`config.mk`:
```
export PLATFORM = sky130hd
export DESIGN_NAME = mem_arbiter
export DESIGN_NICKNAME = d
export VERILOG_FILES = /design/src/rtl/mem_arb_pkg.sv /design/src/rtl/arb_rr2.sv /design/src/rtl/mem_arbiter.sv
export SDC_FILE = /design/constraint.sdc
export NUM_CORES = 1
export LEC_CHECK = 0
export CORE_ASPECT_RATIO = 0.6
export CORE_MARGIN = 1
export CORE_UTILIZATION = 39
export CTS_CLUSTER_DIAMETER = 120
export DETAILED_ROUTE_END_ITERATION = 12
export MAX_ROUTING_LAYER = met4
export PLACE_DENSITY = 0.94
export SLEW_MARGIN = 25
export SYNTH_ARGS = -nofsm -noshare
export SYNTH_HDL_FRONTEND = slang
export SYNTH_SLANG_ARGS = --single-unit
```
`constraint.sdc`:
```
create_clock -name clk -period 3.1 [get_ports clk]
set_input_delay 0.465 -clock clk [delete_from_list [all_inputs] [get_ports clk]]
set_output_delay 0.465 -clock clk [all_outputs]
set_load 0.1 [all_outputs]
```
`src/rtl/mem_arb_pkg.sv`:
```
// Shared FSM encoding and port identifiers for the two-port memory arbiter.
// No logic, no latency, no backpressure.
package mem_arb_pkg;

    typedef enum logic {
        IDLE = 1'b0,
        BUSY = 1'b1
    } arb_state_e;

    localparam logic PORT_ICACHE = 1'b0;
    localparam logic PORT_DCACHE = 1'b1;

endpackage

```
`src/rtl/arb_rr2.sv`:
```
// Two-requester winner picker; a tie goes to the port not granted last.
// Latency: purely combinational. Backpressure: none, caller decides when to use the winner.
module arb_rr2
    import mem_arb_pkg::*;
(
    input  logic req0,
    input  logic req1,
    input  logic last_grant,
    output logic winner
);

    always_comb begin
        winner = PORT_ICACHE;
        if (req0 && req1) begin
            winner = ~last_grant;
        end else if (req1) begin
            winner = PORT_DCACHE;
        end
    end

endmodule

```
`src/rtl/mem_arbiter.sv`:
```
// Two-port (icache/dcache) read arbiter onto one memory port; MEM_ARB_RR_EN selects round-robin ties.
// Latency: request in IDLE -> mem_req next cycle; read data forwarded combinationally on mem_ready.
// Backpressure: one transaction in flight; requesters hold req until pN_ready, mem_req holds until mem_ready.
module mem_arbiter
    import mem_arb_pkg::*;
#(
    parameter int ADDR_WIDTH = 32,
    parameter int DATA_WIDTH = 32,
    parameter int CNT_WIDTH  = 16
) (
    input  logic                  clk,
    input  logic                  rst_n,
    input  logic                  p0_req,
    input  logic [ADDR_WIDTH-1:0] p0_addr,
    output logic [DATA_WIDTH-1:0] p0_data,
    output logic                  p0_ready,
    input  logic                  p1_req,
    input  logic [ADDR_WIDTH-1:0] p1_addr,
    output logic [DATA_WIDTH-1:0] p1_data,
    output logic                  p1_ready,
    output logic                  mem_req,
    output logic [ADDR_WIDTH-1:0] mem_addr,
    input  logic [DATA_WIDTH-1:0] mem_data,
    input  logic                  mem_ready,
    output logic                  busy,
    output logic                  grant_id,
    output logic [CNT_WIDTH-1:0]  grant_cnt0,
    output logic [CNT_WIDTH-1:0]  grant_cnt1
);

    arb_state_e            state_q, state_d;
    logic [ADDR_WIDTH-1:0] addr_q;
    logic [ADDR_WIDTH-1:0] win_addr;
    logic                  gid_q;
    logic                  winner;
    logic                  last_grant;
    logic                  grant_fire;
    logic [CNT_WIDTH-1:0]  cnt0_q, cnt1_q;

`ifdef MEM_ARB_RR_EN
    logic last_q;

    always_ff @(posedge clk or negedge rst_n) begin
        if (!rst_n) begin
            last_q <= PORT_DCACHE;
        end else if (grant_fire) begin
            last_q <= winner;
        end
    end

    assign last_grant = last_q;
`else
    // Pretending port 1 always won last makes port 0 win every tie.
    assign last_grant = PORT_DCACHE;
`endif

    arb_rr2 u_pick (
        .req0       (p0_req),
        .req1       (p1_req),
        .last_grant (last_grant),
        .winner     (winner)
    );

    assign win_addr = (winner == PORT_DCACHE) ? p1_addr : p0_addr;

    always_comb begin
        state_d    = state_q;
        grant_fire = 1'b0;
        mem_req    = 1'b0;
        p0_ready   = 1'b0;
        p1_ready   = 1'b0;
        p0_data    = '0;
        p1_data    = '0;
        case (state_q)
            IDLE: begin
                if (p0_req || p1_req) begin
                    grant_fire = 1'b1;
                    state_d    = BUSY;
                end
            end
            BUSY: begin
                if (mem_ready) begin
                    state_d = IDLE;
                    // A requester that withdrew mid-flight gets no strobe; the data is dropped.
                    if (gid_q == PORT_ICACHE && p0_req) begin
                        p0_ready = 1'b1;
                        p0_data  = mem_data;
                    end
                    if (gid_q == PORT_DCACHE && p1_req) begin
                        p1_ready = 1'b1;
                        p1_data  = mem_data;
                    end
                end else begin
                    mem_req = 1'b1;
                end
            end
            default: state_d = IDLE;
        endcase
    end

    always_ff @(posedge clk or negedge rst_n) begin
        if (!rst_n) begin
            state_q <= IDLE;
            addr_q  <= '0;
            gid_q   <= PORT_ICACHE;
        end else begin
            state_q <= state_d;
            if (grant_fire) begin
                addr_q <= {win_addr[ADDR_WIDTH-1:2], 2'b00};
                gid_q  <= winner;
            end
        end
    end

    always_ff @(posedge clk or negedge rst_n) begin
        if (!rst_n) begin
            cnt0_q <= '0;
            cnt1_q <= '0;
        end else if (grant_fire) begin
            if (winner == PORT_ICACHE && cnt0_q != '1) begin
                cnt0_q <= cnt0_q + CNT_WIDTH'(1);
            end
            if (winner == PORT_DCACHE && cnt1_q != '1) begin
                cnt1_q <= cnt1_q + CNT_WIDTH'(1);
            end
        end
    end

    assign busy       = (state_q == BUSY);
    assign mem_addr   = addr_q;
    assign grant_id   = gid_q;
    assign grant_cnt0 = cnt0_q;
    assign grant_cnt1 = cnt1_q;

endmodule

```
==> results of run 1 <==
## path summary, 6_finish.rpt
| path | startpoint | endpoint | slack (ps) | cells past startpoint |
|---|---|---|---|---|
| max | p0_req | p0_data[4] | 500 | 5 |
| min | rst_n | grant_cnt1[15] | 230 | 1 |
| max reg2reg | grant_cnt0[0] | grant_cnt0[15] | 1080 | 5 |
| min reg2reg | mem_addr[19] | mem_addr[19] | 480 | 2 |
| max in group asynchronous | rst_n | mem_addr[9] | 2120 | 2 |
| min in group clk | mem_addr[19] | mem_addr[19] | 480 | 2 |
## cells by family after synthesis
group | share of synthesized area
other | 0.00107
XOR/XNOR | 0.0726
AND/OR/NAND/NOR | 0.281
AO/OA/AOI/OAI | 0.0625
adder cells (fa/ha/maj) | 0.00715
flip-flops | 0.457
multiplexers | 0.0901
buffers and inverters | 0.0279
## cell type report
type / instances / share of cell area
Clock buffer: 10 / 0.0343
Sequential cell: 64 / 0.240
Inverter: 5 / 0.00281
Timing Repair Buffer: 233 / 0.421
Tap cell: 112 / 0.0210
Clock inverter: 6 / 0.00543
Multi-Input combinational cell: 271 / 0.276
## state kept, by name, indices dropped and copies added (netlist names)
register,flops
mem_addr,30
grant_cnt0,16
busy,1
grant_id,1
grant_cnt1,16
## power by group
group	switching, uW	leakage, uW	internal, uW	total, uW
Combinational	2340	0.00212	702	3040
Sequential	198	0.000804	1050	1250
Clock	361	0.000132	535	897
## synth_stat cells, drive strengths merged
| cell type | number | area, sq um |
|---|---|---|
| nor4 | 10 | 77.6 |
| mux2i | 30 | 300 |
| and4 | 3 | 26.3 |
| buf | 5 | 30.0 |
| xnor2 | 9 | 78.8 |
| o31ai | 1 | 7.51 |
| nor4b | 2 | 17.5 |
| nor2b | 2 | 12.5 |
| and4b | 1 | 10.0 |
| clkbuf | 13 | 48.8 |
| o41ai | 1 | 27.5 |
| o21bai | 1 | 7.51 |
| dfrtp | 64 | 1600 |
| ha | 2 | 25.0 |
| nand4 | 10 | 105 |
| nor2 | 5 | 21.3 |
| and2 | 64 | 400 |
| xor2 | 20 | 175 |
| nor3 | 12 | 60.1 |
| nand2 | 50 | 188 |
| o21ai | 33 | 165 |
| nand3 | 7 | 35.0 |
| o41a | 1 | 11.3 |
| conb | 1 | 3.75 |
| inv | 5 | 18.8 |
| mux2 | 1 | 15.0 |
| nor3b | 1 | 12.5 |
| and3 | 3 | 18.8 |
## per-stage QoR
stage	power (uW)	setup slack [ps]	instance area [sq um]	std cells
after floorplan	3430	151	3530	358
after global placement	4230	572	6420	685
after detailed placement	4290	510	6420	685
after CTS	5200	498	6680	701
after global routing	5360	425	6680	701
final	5180	497	6680	701
## routing by layer
layer,wire length (um),share of wire,track usage,up-vias
met2,6300,0.51,0.422,141
met1,5150,0.42,0.322,1686
met3,735,0.059,0.0758,23
li1,-,-,-,1672
met4,185,0.015,0.0589,0
met5,0,0,-,-
## critical path: stages
cell	delay, ps
clkdlybuf4s50_1	670
and4b_1	250
buf_4	300
and2_1	250
buf_12	190
## cell usage in the layout (no fill, tap or decap), types with 2 or more instances in the layout
cell type / instances
and2_1: 46
and2_2: 18
and3_1: 3
and4_1: 3
buf_12: 66
buf_4: 71
clkbuf_16: 9
clkdlybuf4s50_1: 95
clkinv_2: 4
conb_1: 2
dfrtp_1: 64
ha_1: 2
inv_1: 5
mux2i_1: 30
nand2_1: 50
nand3_1: 7
nand4_1: 6
nand4_2: 2
nand4_4: 2
nor2_1: 4
nor3_1: 12
nor4_1: 9
nor4b_1: 2
o21ai_0: 32
xnor2_1: 9
xor2_1: 20
==> impl_metrics.tcl, run 1 <==
set metrics [dict create \
    antenna_found_initial 0 \
    end_kind "primary output" \
    cts-hold-fix-buffers 0 \
    whs_ps 232 \
    grt_setup_unrepaired "no" \
    synth_seq_area_share 0.457 \
    ys_types 34 \
    clk_path_buf_depth 2 \
    vias_per_cell 5.02 \
    cap_violations 0 \
    slew_viol_final 0 \
    first_iter_violations 228 \
    gp_congestion 0.876 \
    p_per_area_mw_per_mm2 776 \
    yosys_warnings 0 \
    setup_violations 0 \
    postCtsResizedCells 0 \
    drt-total-wl_mm 12.4 \
    clock_skew_ps 7.48 \
    post-cts-setup-buffer-count 0 \
    leakage_uw 0.00306 \
    fp.dieArea_sq_mm 0.00937 \
    ys_ff_latch 64 \
    grt_max_degree 63 \
    vias 3522 \
    min_period_over_period 0.840 \
    die_w_um 124 \
    numCtsBuffers 9 \
    die_height_um 75.4 \
    grt-ovfl-total 0 \
    core-area_sq_mm 0.00862 \
    required_ps 2630 \
    cts.clk_slew.worst_paths_ps 50 \
    syn_area_sq_mm 0.00350 \
    final_util 0.775 \
    setup_tns_ps 0 \
    ant_nets 0 \
    tightestPinTransition_ps 827 \
    worstPathMaxFanout 33 \
    grt_use_total 0.259 \
    slew-limit-headroom 0.448 \
    clock-sinks 64 \
    fin_nets 687 \
    drtPass1Iterations 4 \
    path_class "in -> out" \
    htree_levels 3 \
    root_buffer "clkbuf_16" \
    syn_to_final_growth_pct 90.9 \
    seq_area_sq_mm 0.00160 \
    wl_per_cell_um 17.6 \
    worstHoldPathType "in -> async" \
    port_buffers 227 \
    drive_gt1_frac 0.309 \
    arrival_ps 2140 \
    num_rows 26 \
    start_util 0.406 \
    post-dp-hpwl_mm 9.72 \
    max_freq_mhz 384 \
    diodes 0 \
    clkLatencyLatePin_ps 330 \
    synth.avg_cell_area_sq_um 9.81 \
    drc 0 \
    finalHoldViolations 0 \
    critPathLaunchType "input pin" \
    status "complete, no violations" \
    nFillCells 523 \
    grt_pass1_wl_mm 18.0 \
    grt_pass1_vias 3405 \
    netlist_instances 357 \
    finalCriticalPeriod_ps 2600 \
    cts_tree "yes" \
    multi_input_area_sq_mm 0.00185 \
    ir_drop_mv 0.550 \
    io_pins 234 \
]
Power figures use the tool's default switching activity.
==> inputs of run 2 (changes only) <==
--- a/config.mk
+++ b/config.mk
@@ -7,11 +7,11 @@
 export LEC_CHECK = 0
 export CORE_ASPECT_RATIO = 0.6
 export CORE_MARGIN = 1
-export CORE_UTILIZATION = 39
+export CORE_UTILIZATION = 36
 export CTS_CLUSTER_DIAMETER = 120
 export DETAILED_ROUTE_END_ITERATION = 12
 export MAX_ROUTING_LAYER = met4
-export PLACE_DENSITY = 0.94
+export PLACE_DENSITY = 0.88
 export SLEW_MARGIN = 25
 export SYNTH_ARGS = -nofsm -noshare
 export SYNTH_HDL_FRONTEND = slang
==> constraint.sdc (replaced) <==
create_clock -name clk -period 2.5 [get_ports clk]
set_input_delay 0.375 -clock clk [delete_from_list [all_inputs] [get_ports clk]]
set_output_delay 0.375 -clock clk [all_outputs]
set_load 0.1 [all_outputs]
==> impl_metrics.tcl, run 2 (same netlist as run 1, synthesis figures left out) <==
set metrics [dict create \
    ir_drop_mv 1.04 \
    grt_pass1_wl_mm 18.8 \
    critPathLaunchType "input pin" \
    clock-sinks 64 \
    p_seq_frac 0.229 \
    cts.clk_slew.worst_paths_ps 50 \
    drc 0 \
    drtPass1Iterations 4 \
    power.switching_uw 3590 \
    setup_violations 0 \
    vias_per_cell 4.85 \
    cts-hold-fix-buffers 0 \
    die_w_um 129 \
    gp_congestion 0.898 \
    worstHoldPathType "in -> async" \
    grt_max_degree 63 \
    stdcell_count 719 \
    start_util 0.377 \
    switching_share 0.532 \
    r2r_setup_slack_ps 470 \
    clkLatencyLatePin_ps 330 \
    ant_nets 0 \
    io_pins 234 \
    end_kind "primary output" \
    intPower_uw 3160 \
    slowest_delay_ps 580 \
    drt-met1-wl_mm 5.05 \
    r2r_cells 5 \
    route.met2.wl_mm 6.24 \
    path_class "in -> out" \
    root_buffer "clkbuf_16" \
    place_inst 703 \
    vias 3485 \
    mostFrequentLayoutCell "clkdlybuf4s50_1" \
    largest_reg_flops 30 \
    cp_num_buf_inv 3 \
    worstPathMaxFanout 33 \
    slew_viol_final 0 \
    antenna_found_initial 0 \
    crit_path_top_delay_cell "clkdlybuf4s50_1" \
    fp.dieArea_sq_mm 0.0101 \
    slew-limit-headroom 0.456 \
    grt_setup_unrepaired "no" \
    r2r-start "grant_cnt0[0]" \
    drt-total-wl_mm 12.3 \
    finalHoldViolations 0 \
    diodes 0 \
    pwr-share-comb 0.561 \
    tightestPinTransition_ps 816 \
    drive_gt1_frac 0.314 \
    leakage_uw 0.00311 \
    postCtsResizedCells 0 \
    p_per_area_mw_per_mm2 987 \
    clk_path_buf_depth 2 \
    numCtsBuffers 9 \
    clock_skew_ps 5.25 \
    syn_to_final_growth_pct 95.5 \
    critical_path.cell_chain "clkdlybuf4s50_1 > and4_1 > buf_12 > and2_1 > buf_12" \
    pwr-share-clk 0.210 \
    final_util 0.737 \
    required_ps 2120 \
    first_iter_violations 197 \
    layout_common_cells "95 x clkdlybuf4s50_1, 71 x buf_12, 66 x buf_4" \
    finalCriticalPeriod_ps 2190 \
    cts_tree "yes" \
    grt-ovfl-total 0 \
    met3_length_um 875 \
    post-cts-setup-buffer-count 0 \
    path_delay_family "buffers and inverters" \
    die_height_um 78.4 \
    r2r-end "grant_cnt0[7]" \
    status "complete, no violations" \
    post-dp-hpwl_mm 9.77 \
    top_layer_used "met4" \
    grt_use_total 0.255 \
    worst_path_most_repeated_cell "buf_12" \
    wl_per_cell_um 17.1 \
    arrival_ps 1820 \
    core-area_sq_mm 0.00929 \
    cap_violations 0 \
    fin_nets 687 \
    htree_levels 3 \
    grt_pass1_vias 3494 \
    port_buffers 227 \
    power_uw 6760 \
    min_period_over_period 0.878 \
    max_freq_mhz 456 \
    num_rows 27 \
]
[run 2: cell count changes in the layout (fill, tap and decap cells not counted), sizes merged]
cell	change
bufinv	+3
clkinv	-3
[run 2: worst register-to-register path: stages, from the launching register on]
cell     delay [ps]
dfrtp_1         420
ha_1            240
nand4_1         210
o41ai_4         690
nor3_1          160
xor2_1          180
[run 2: cell type report]
class                      instances  area [sq um]
inverter                           5          18.8
timing repair buffer             233          2870
multi-input combinational        271          1850
clock buffer                      10           229
sequential                        64          1600
fill                             612          2440
tap                              130           163
clock inverter                     6           108
[run 2: power by group through the flow]
stage	Sequential, uW	Clock [uW]	Combinational, uW
detailed placement	1550	0	3800
global placement	1530	0	3750
CTS	1550	1440	3810
global route	1590	1490	3910
finish	1550	1420	3790
floorplan	3420	0	837
[run 2: per-stage QoR]
| stage | setup TNS [ps] | hold WS (ps) | area [sq um] | setup WS (ps) |
|---|---|---|---|---|
| 3_3_place_gp | 0 | 465 | 6510 | 331 |
| 4_1_cts | 0 | 165 | 6850 | 303 |
| 5_1_grt | 0 | 198 | 6850 | 260 |
| 6_report | 0 | 145 | 6850 | 306 |
| 2_1_floorplan | -16.7 | 79.4 | 3540 | -1.86 |
| 3_5_place_dp | 0 | 471 | 6510 | 310 |
[run 2: how the worst max path moves through the flow]
stage | from | to | cells past startpoint
after floorplan | busy | p1_data[22] | 3
after global placement | p1_req | grant_cnt1[15] | 5
after detailed placement | p1_req | grant_cnt1[15] | 5
after CTS | p0_req | p0_data[21] | 5
after global routing | p1_req | p1_data[19] | 5
final | p1_req | p1_data[19] | 5
[run 2: metal layers]
layer	vias up	GRT usage
li1	1677	-
met1	1655	0.321
met2	140	0.408
met3	13	0.0716
met4	0	0.0529
met5	-	-
==> inputs of run 3 (changes only) <==
--- a/config.mk
+++ b/config.mk
@@ -7,11 +7,11 @@
 export LEC_CHECK = 0
 export CORE_ASPECT_RATIO = 0.6
 export CORE_MARGIN = 1
-export CORE_UTILIZATION = 36
+export CORE_UTILIZATION = 39
 export CTS_CLUSTER_DIAMETER = 120
 export DETAILED_ROUTE_END_ITERATION = 12
 export MAX_ROUTING_LAYER = met4
-export PLACE_DENSITY = 0.88
+export PLACE_DENSITY = 0.94
 export SLEW_MARGIN = 25
 export SYNTH_ARGS = -nofsm -noshare
 export SYNTH_HDL_FRONTEND = slang
==> constraint.sdc (replaced) <==
create_clock -name clk -period 2.6 [get_ports clk]
set_input_delay 0.39 -clock clk [delete_from_list [all_inputs] [get_ports clk]]
set_output_delay 0.39 -clock clk [all_outputs]
set_load 0.1 [all_outputs]
==> impl_metrics.tcl, run 3 (same netlist as run 1, synthesis figures left out) <==
set metrics [dict create \
    status "complete, no violations" \
    switching_share 0.555 \
    leakage_uw 0.00307 \
    power_uw 6220 \
    arrival_ps 1840 \
    crit_path_top_delay_cell "clkdlybuf4s50_1" \
    root_buffer "clkbuf_16" \
    multi_input_area_sq_mm 0.00186 \
    fin_ws_ps 366 \
    r2r-end "grant_cnt0[11]" \
    nFillCells 529 \
    first_iter_violations 188 \
    fin_nets 687 \
    finalCriticalPeriod_ps 2230 \
    pre_cts_ws_ps 350 \
    core-area_sq_mm 0.00862 \
    htree_levels 3 \
    grt_pass1_wl_mm 18.6 \
    setup_tns_ps 0 \
    layout_common_cells "95 x clkdlybuf4s50_1, 69 x buf_12, 68 x buf_4" \
    fp.dieArea_sq_mm 0.00937 \
    clock-sinks 64 \
    postCtsResizedCells 0 \
    path_class "in -> out" \
    end_kind "primary output" \
    p_seq_frac 0.240 \
    final_util 0.781 \
    cts.clk_slew.worst_paths_ps 50 \
    required_ps 2210 \
    grt_max_degree 63 \
    cap_violations 0 \
    vias_per_cell 5.09 \
    post-cts-setup-buffer-count 0 \
    wl_per_cell_um 17.9 \
    drive_gt1_frac 0.308 \
    tightestPinTransition_ps 751 \
    slowest_delay_ps 550 \
    cts_tree "yes" \
    r2r-start "grant_cnt0[0]" \
    io_pins 234 \
    start_util 0.406 \
    diodes 0 \
    grt_pass1_vias 3521 \
    syn_to_final_growth_pct 92.2 \
    slew_viol_final 0 \
    cts-hold-fix-buffers 0 \
    numCtsBuffers 9 \
    crit_start "p0_req" \
    clock_skew_ps 3.05 \
    whs_ps 127 \
    worstHoldPathType "in -> async" \
    num_rows 26 \
    slew-limit-headroom 0.499 \
    port_buffers 227 \
    r2r_setup_slack_ps 630 \
    clkLatencyLatePin_ps 320 \
    clk_path_buf_depth 2 \
    max_freq_mhz 448 \
    die_w_um 124 \
    drt-total-wl_mm 12.5 \
    gp_congestion 0.858 \
    worst_path_most_repeated_cell "buf_12" \
    seq_area_sq_mm 0.00160 \
    ant_nets 0 \
    crit_path_end "p0_data[8]" \
    drc 0 \
    min_period_over_period 0.859 \
    setup_violations 0 \
    intPower_uw 2770 \
    grt-ovfl-total 0 \
    pwr-share-clk 0.172 \
    post-dp-hpwl_mm 9.94 \
    critPathLaunchType "input pin" \
    p_per_area_mw_per_mm2 924 \
    pwr-share-comb 0.589 \
    ir_drop_mv 0.889 \
    finalHoldViolations 0 \
    vias 3560 \
    antenna_found_initial 0 \
    grt_setup_unrepaired "no" \
    mostFrequentLayoutCell "clkdlybuf4s50_1" \
    critical_path.cell_chain "clkdlybuf4s50_1 > and4b_1 > buf_12 > and2_1 > buf_12" \
    largest_reg_flops 30 \
    grt_use_total 0.267 \
    die_height_um 75.4 \
    drtPass1Iterations 4 \
    r2r_cells 5 \
    power.switching_uw 3450 \
    worstPathMaxFanout 33 \
]
-- run 3: cell types whose count changed in the layout (fill, tap and decap cells not counted) --
cell	delta
and2_2	-7
and2_4	+7
buf_12	-2
buf_4	+2
bufinv_16	-3
clkbuf_1	+3
clkbuf_8	+1
clkinv_2	-1
clkinvlp_4	-1
-- run 3: worst max-delay path, delay by kind of cell --
family,cells,cell delay [ps]
buffers and inverters,3,940
and+or+nand+nor,2,510
-- run 3: stage by stage --
step | cells | instance area [sq um]
after floorplan | 358 | 3540
after global placement | 685 | 6470
after detailed placement | 685 | 6470
after CTS | 700 | 6730
after global routing | 700 | 6730
final | 700 | 6730
-- run 3: worst min-delay path by stage --
stage                  from  slack (ps)        endpoint  cells past startpoint
2_1_floorplan         rst_n          90            busy                      0
3_3_place_gp   mem_addr[16]         460    mem_addr[16]                      2
3_5_place_dp   mem_addr[27]         470    mem_addr[27]                      2
4_1_cts               rst_n         150  grant_cnt1[14]                      1
5_1_grt               rst_n         200  grant_cnt1[14]                      1
6_report              rst_n         130  grant_cnt1[14]                      1
-- run 3: area by class of cell --
type | count | share of cell area
multi-input cells | 271 | 0.276
well taps | 112 | 0.0208
inverters | 5 | 0.00279
repair buffers | 233 | 0.423
flip-flops and latches | 64 | 0.238
clock inverters | 1 | 0.000744
clock buffers | 14 | 0.0377
-- run 3: power groups by stage --
stage	sequential, uW	combinational (uW)	clock, uW
finish	1490	3660	1070
global route	1520	3770	1130
CTS	1490	3680	1080
detailed placement	1490	3670	0
global placement	1470	3600	0
floorplan	3290	809	0
-- run 3: metal layers --
layer / wire length, um / global-route usage
met3: 628 / 0.0604
met5: 0 / -
met1: 5080 / 0.318
met2: 6530 / 0.457
met4: 274 / 0.0924
